[src/rtl/s3_ex_result_buf.sv]
// Two-entry skid buffer between s3 execute and s4 memory; normalises compare masks to 0/1.
// Optional macro S3_EX_MASK_CHECK_EN adds a sticky illegal-mask flag on mask_err.
module s3_ex_result_buf #(
  parameter int DATA_W = 32,
  parameter int RD_W   = 5
) (
  input  logic              clk,
  input  logic              rst_n,
  input  logic              flush,
  input  logic              in_valid,
  output logic              in_ready,
  input  logic [DATA_W-1:0] in_result,
  input  logic              in_is_mask,
  input  logic [RD_W-1:0]   in_rd,
  input  logic              in_wb_en,
  output logic              out_valid,
  input  logic              out_ready,
  output logic [DATA_W-1:0] out_result,
  output logic [RD_W-1:0]   out_rd,
  output logic              out_wb_en,
  output logic              fwd_valid,
  output logic [RD_W-1:0]   fwd_rd,
  output logic [DATA_W-1:0] fwd_data,
  output logic [1:0]        occupancy,
  output logic              mask_err
);

  typedef enum logic [1:0] {EMPTY = 2'd0, ONE = 2'd1, FULL = 2'd2} state_t;

  state_t            state, state_nxt;
  logic [DATA_W-1:0] head_result, skid_result;
  logic [RD_W-1:0]   head_rd, skid_rd;
  logic              head_wb, skid_wb;
  logic              push, pop;
  logic              load_head_in, load_skid_in, head_from_skid;
  logic [DATA_W-1:0] cap_result;
  logic              cap_wb;

  function automatic logic [DATA_W-1:0] norm_result(input logic [DATA_W-1:0] r,
                                                    input logic              is_mask);
    return is_mask ? {{(DATA_W-1){1'b0}}, r[0]} : r;
  endfunction

  assign in_ready   = (state != FULL);
  assign out_valid  = (state != EMPTY);
  assign push       = in_valid & in_ready;
  assign pop        = out_valid & out_ready;
  assign cap_result = norm_result(in_result, in_is_mask);
  // x0 is hardwired; never let it look like a forwardable write.
  assign cap_wb     = in_wb_en & (in_rd != '0);

  always_comb begin
    state_nxt      = state;
    load_head_in   = 1'b0;
    load_skid_in   = 1'b0;
    head_from_skid = 1'b0;
    if (flush) begin
      state_nxt = EMPTY;
    end else begin
      case (state)
        EMPTY: if (push) begin
          state_nxt    = ONE;
          load_head_in = 1'b1;
        end
        ONE: begin
          if (push && !pop) begin
            state_nxt    = FULL;
            load_skid_in = 1'b1;
          end else if (pop && !push) begin
            state_nxt = EMPTY;
          end else if (push && pop) begin
            load_head_in = 1'b1;
          end
        end
        FULL: if (pop) begin
          state_nxt      = ONE;
          head_from_skid = 1'b1;
        end
        default: state_nxt = EMPTY;
      endcase
    end
  end

  always_ff @(posedge clk or negedge rst_n) begin
    if (!rst_n) begin
      state       <= EMPTY;
      head_result <= '0;
      head_rd     <= '0;
      head_wb     <= 1'b0;
      skid_result <= '0;
      skid_rd     <= '0;
      skid_wb     <= 1'b0;
    end else begin
      state <= state_nxt;
      if (load_head_in) begin
        head_result <= cap_result;
        head_rd     <= in_rd;
        head_wb     <= cap_wb;
      end else if (head_from_skid) begin
        head_result <= skid_result;
        head_rd     <= skid_rd;
        head_wb     <= skid_wb;
      end
      if (load_skid_in) begin
        skid_result <= cap_result;
        skid_rd     <= in_rd;
        skid_wb     <= cap_wb;
      end
    end
  end

  // Outputs come from head registers only, so s4 sees no in_* timing path.
  assign out_result = head_result;
  assign out_rd     = head_rd;
  assign out_wb_en  = head_wb;
  assign fwd_valid  = out_valid & head_wb;
  assign fwd_rd     = head_rd;
  assign fwd_data   = head_result;
  assign occupancy  = state;

`ifdef S3_EX_MASK_CHECK_EN
  logic mask_err_q;
  always_ff @(posedge clk or negedge rst_n) begin
    if (!rst_n) begin
      mask_err_q <= 1'b0;
    end else if (push && !flush && in_is_mask && (in_result != '0) && (in_result != '1)) begin
      mask_err_q <= 1'b1;
    end
  end
  assign mask_err = mask_err_q;
`else
  assign mask_err = 1'b0;
`endif

endmodule

[config.mk]
export PLATFORM = sky130hd
export DESIGN_NAME = s3_ex_result_buf
export DESIGN_NICKNAME = d
export VERILOG_FILES = /design/src/rtl/s3_ex_result_buf.sv
export SDC_FILE = /design/constraint.sdc
export NUM_CORES = 1
export LEC_CHECK = 0
export CORE_ASPECT_RATIO = 0.5
export CORE_UTILIZATION = 41
export CTS_CLUSTER_SIZE = 16
export DETAILED_ROUTE_END_ITERATION = 10
export HOLD_SLACK_MARGIN = 0.15
export PLACE_DENSITY = 0.76
export RECOVER_POWER = 50
export REMOVE_ABC_BUFFERS = 1
export SETUP_SLACK_MARGIN = 0.02
export SYNTH_ARGS = -nofsm -noshare
export SYNTH_HDL_FRONTEND = slang
export SYNTH_SLANG_ARGS = --single-unit
[constraint.sdc]
create_clock -name clk -period 1.7 [get_ports clk]
set_clock_uncertainty 0.15 [all_clocks]
set_input_delay 0.255 -clock clk [delete_from_list [all_inputs] [get_ports clk]]
set_output_delay 0.255 -clock clk [all_outputs]
set_load 0.01 [all_outputs]
==> results.yml <==
run_status:
  outcome: "finished, violations left"
  violations: "setup timing"
cts:
  cts_buffer_depth: 2
  cts_made_buffers: 9
  clock_sinks: 78
  clk_pin_slew_worst_paths_ns: 0.06
  cts_tree: "yes"
  root_buffer: "clkbuf_16"
  clock_latency_ns: 0.33
  h-tree-depth: 3
synth:
  synth_top_area_share_pct: 53.2
  ys_types: 30
  syn_avg_cell_area_sq_um: 10.9
  syn_inst: 338
  synth.cell_area_sq_um: 3670
  synth_top_area_cell: "dfrtp_1"
  synth_seq_area_share_pct: 53.2
  synth_area_leaders: "dfrtp_1, buf_4, o221a_1"
  synth_warnings: 0
  ys_ff_latch: 78
setup_path:
  worst-path-buf-inv: 2
  cp_max_fo: 32
  crit_family: "simple AND/OR/NAND/NOR gates"
  cp.depth: 5
  rr_endpoint: "fwd_data[13]"
  worstPathArrival_ns: 1.87
  required_ns: 1.76
  crit_path_max_incr_delay_ns: 0.41
  endpoint: "fwd_data[13]"
  r2r-start: "occupancy[0]"
  crit_type: "flip-flop to flip-flop"
  cp-startpoint: "occupancy[0]"
  path_cells: "buf_6 -> nand2b_4 -> or3_4 -> buf_12 -> o221a_1"
  endpoint_kind: "flip-flop"
  cp-start-kind: "flip-flop"
  rrSetupSlack_ns: -0.11
  r2r_cells: 5
  slowest_stage: "or3_4"
routing:
  drt_wl_total_um: 10300
  vias: 2933
  ant_nets: 0
  wl_met1_um: 4480
  wl_met3_um: 440
  avgViaCountPerCell: 5.07
  wl_met2_um: 5310
  wire_per_inst_um: 17.9
  drt_iter0_markers: 177
  dr.pass1.iters: 4
  drc: 0
  routed.top_layer: "met4"
placed_design:
  place_ws_ns: -0.462
  io_buffers: 123
  placed_cell_area_sq_um: 4930
  post-dp-hpwl_um: 5680
  place_congestion: 0.736
die:
  start_util_pct: 44.0
  die_x_um: 136
  row_count: 23
  io-pin-count: 125
  die_h_um: 68.9
  dieArea_sq_um: 9360
  fp.coreArea_sq_um: 8350
global_routing:
  grtUsageTotal_pct: 20.0
  first_global_vias: 2750
  grt-ovfl-total: 0
  antenna_found_initial: 0
  grt_max_degree: 38
  grt_pass1_wl_um: 14000
sta:
  hold_viol: 0
  setup_slack_ns: -0.110
  worst_pin_slew_ns: 0.833
  finalSetupViolCount: 38
  maxSlewViolCount: 0
  max_freq_mhz: 552
  timing.hold.ws_ns: 0.330
  layout_min_cycle_time_ns: 1.81
  rsz0062_at_grt: "true"
  period_share_pct: 106
  max_slew_margin_pct: 44.4
layout:
  drive_above_1_share_pct: 25.8
  synthToLayoutAreaGrowth_pct: 56.3
  antenna_cells: 0
  layout.nets: 505
  most-common-layout-cells: "dfrtp_1, nand2_1, clkdlybuf4s50_1"
  fin_area_sq_um: 5740
  final_common_cell: "dfrtp_1"
power:
  leakage_nw: 2.83
  finalPower_mw: 5.87
  ir_worst_vdd_mv: 0.648
  power_density_nw_per_um2: 1020
hold_path:
  hold_class: "flip-flop to flip-flop"
run:
  cap_violations: 0
stage by stage:
stage               setup TNS (ns)  cells  utilization (%)
floorplan                   -35.68    279                -
global route                 -5.20    578             68.8
global placement            -23.83    541             59.1
detailed placement          -24.76    541             59.1
CTS                          -3.54    562             63.0
finish                       -3.10    578             68.8
registers in the layout, summed over array words and instances (netlist names):
register     flops
fwd_data        32
skid_result     32
fwd_rd           5
skid_rd          5
occupancy        2
out_wb_en        1
skid_wb          1
logic make-up after synthesis:
| group | count (synthesis) | synth area share [%] |
|---|---|---|
| XOR/XNOR | 1 | 0.239 |
| flip-flops | 78 | 53.2 |
| AND/OR/NAND/NOR | 112 | 15.7 |
| other | 1 | 0.102 |
| multiplexers | 11 | 3.20 |
| AO/OA/AOI/OAI | 75 | 16.2 |
| buffers and inverters | 60 | 11.4 |
synth_stat cells:
cell	number
or3_4	1
and2b_1	1
dfrtp_1	78
nand2_1	67
inv_1	1
nand2b_1	31
and2b_4	1
mux2i_1	5
or2_2	1
o221a_1	25
nor2_1	2
nand2b_4	2
o21a_1	3
buf_4	39
or4_1	1
conb_1	1
nand2_8	1
o22a_1	4
nand3_1	1
xnor2_1	1
mux2_2	6
and2_1	1
o221a_2	6
clkbuf_1	12
buf_2	2
buf_6	6
a21boi_0	1
nor3_4	1
o21ai_0	36
or3_1	1
metal layers:
| metal | GRT usage (%) | vias up |
|---|---|---|
| li1 | - | 1380 |
| met1 | 25.1 | 1471 |
| met2 | 35.2 | 71 |
| met3 | 4.46 | 11 |
| met4 | 6.04 | 0 |
| met5 | 0 | - |
worst register-to-register path: stages (launching register included):
cell and delay [ns]:
dfrtp_1 0.39, buf_6 0.13, nand2b_4 0.13, or3_4 0.41, buf_12 0.20, o221a_1 0.29
power by group:
group / total [mW] / internal (mW) / switching [mW]
combinational: 1.56 / 0.903 / 0.656
sequential: 2.51 / 2.22 / 0.285
clock: 1.80 / 1.10 / 0.709
worst min-delay path by stage:
stage	startpoint	to	slack, ns	depth (start not counted)
final	skid_result[29]	skid_result[29]	0.33	2
after global routing	skid_result[29]	skid_result[29]	0.35	2
after CTS	rst_n	fwd_data[0]	0.27	2
after detailed placement	rst_n	fwd_data[0]	0.08	1
after global placement	rst_n	fwd_data[0]	0.08	1
after floorplan	rst_n	fwd_data[0]	-0.19	0
layout make-up:
type | instances | area [sq um]
clock buffers | 12 | 267
clock inverters | 4 | 20.0
fillers | 577 | 2610
inverters | 1 | 3.75
multi-input cells | 202 | 1450
flip-flops and latches | 78 | 1950
well taps | 112 | 140
repair buffers | 169 | 1910
repair_timing:
| item | 4_1_cts | 5_1_grt |
|---|---|---|
| endpoints found under the hold margin | 78 | 0 |
| gates cloned | 2 | 10 |
| buffers inserted | 2 | 7 |
| gates resized for setup | 42 | 123 |
| pin swaps | 2 | 21 |
| hold buffers | 1 | 0 |
| endpoints found under the setup margin | 68 | 116 |
Note: power is estimated with default switching activity, not from simulation.
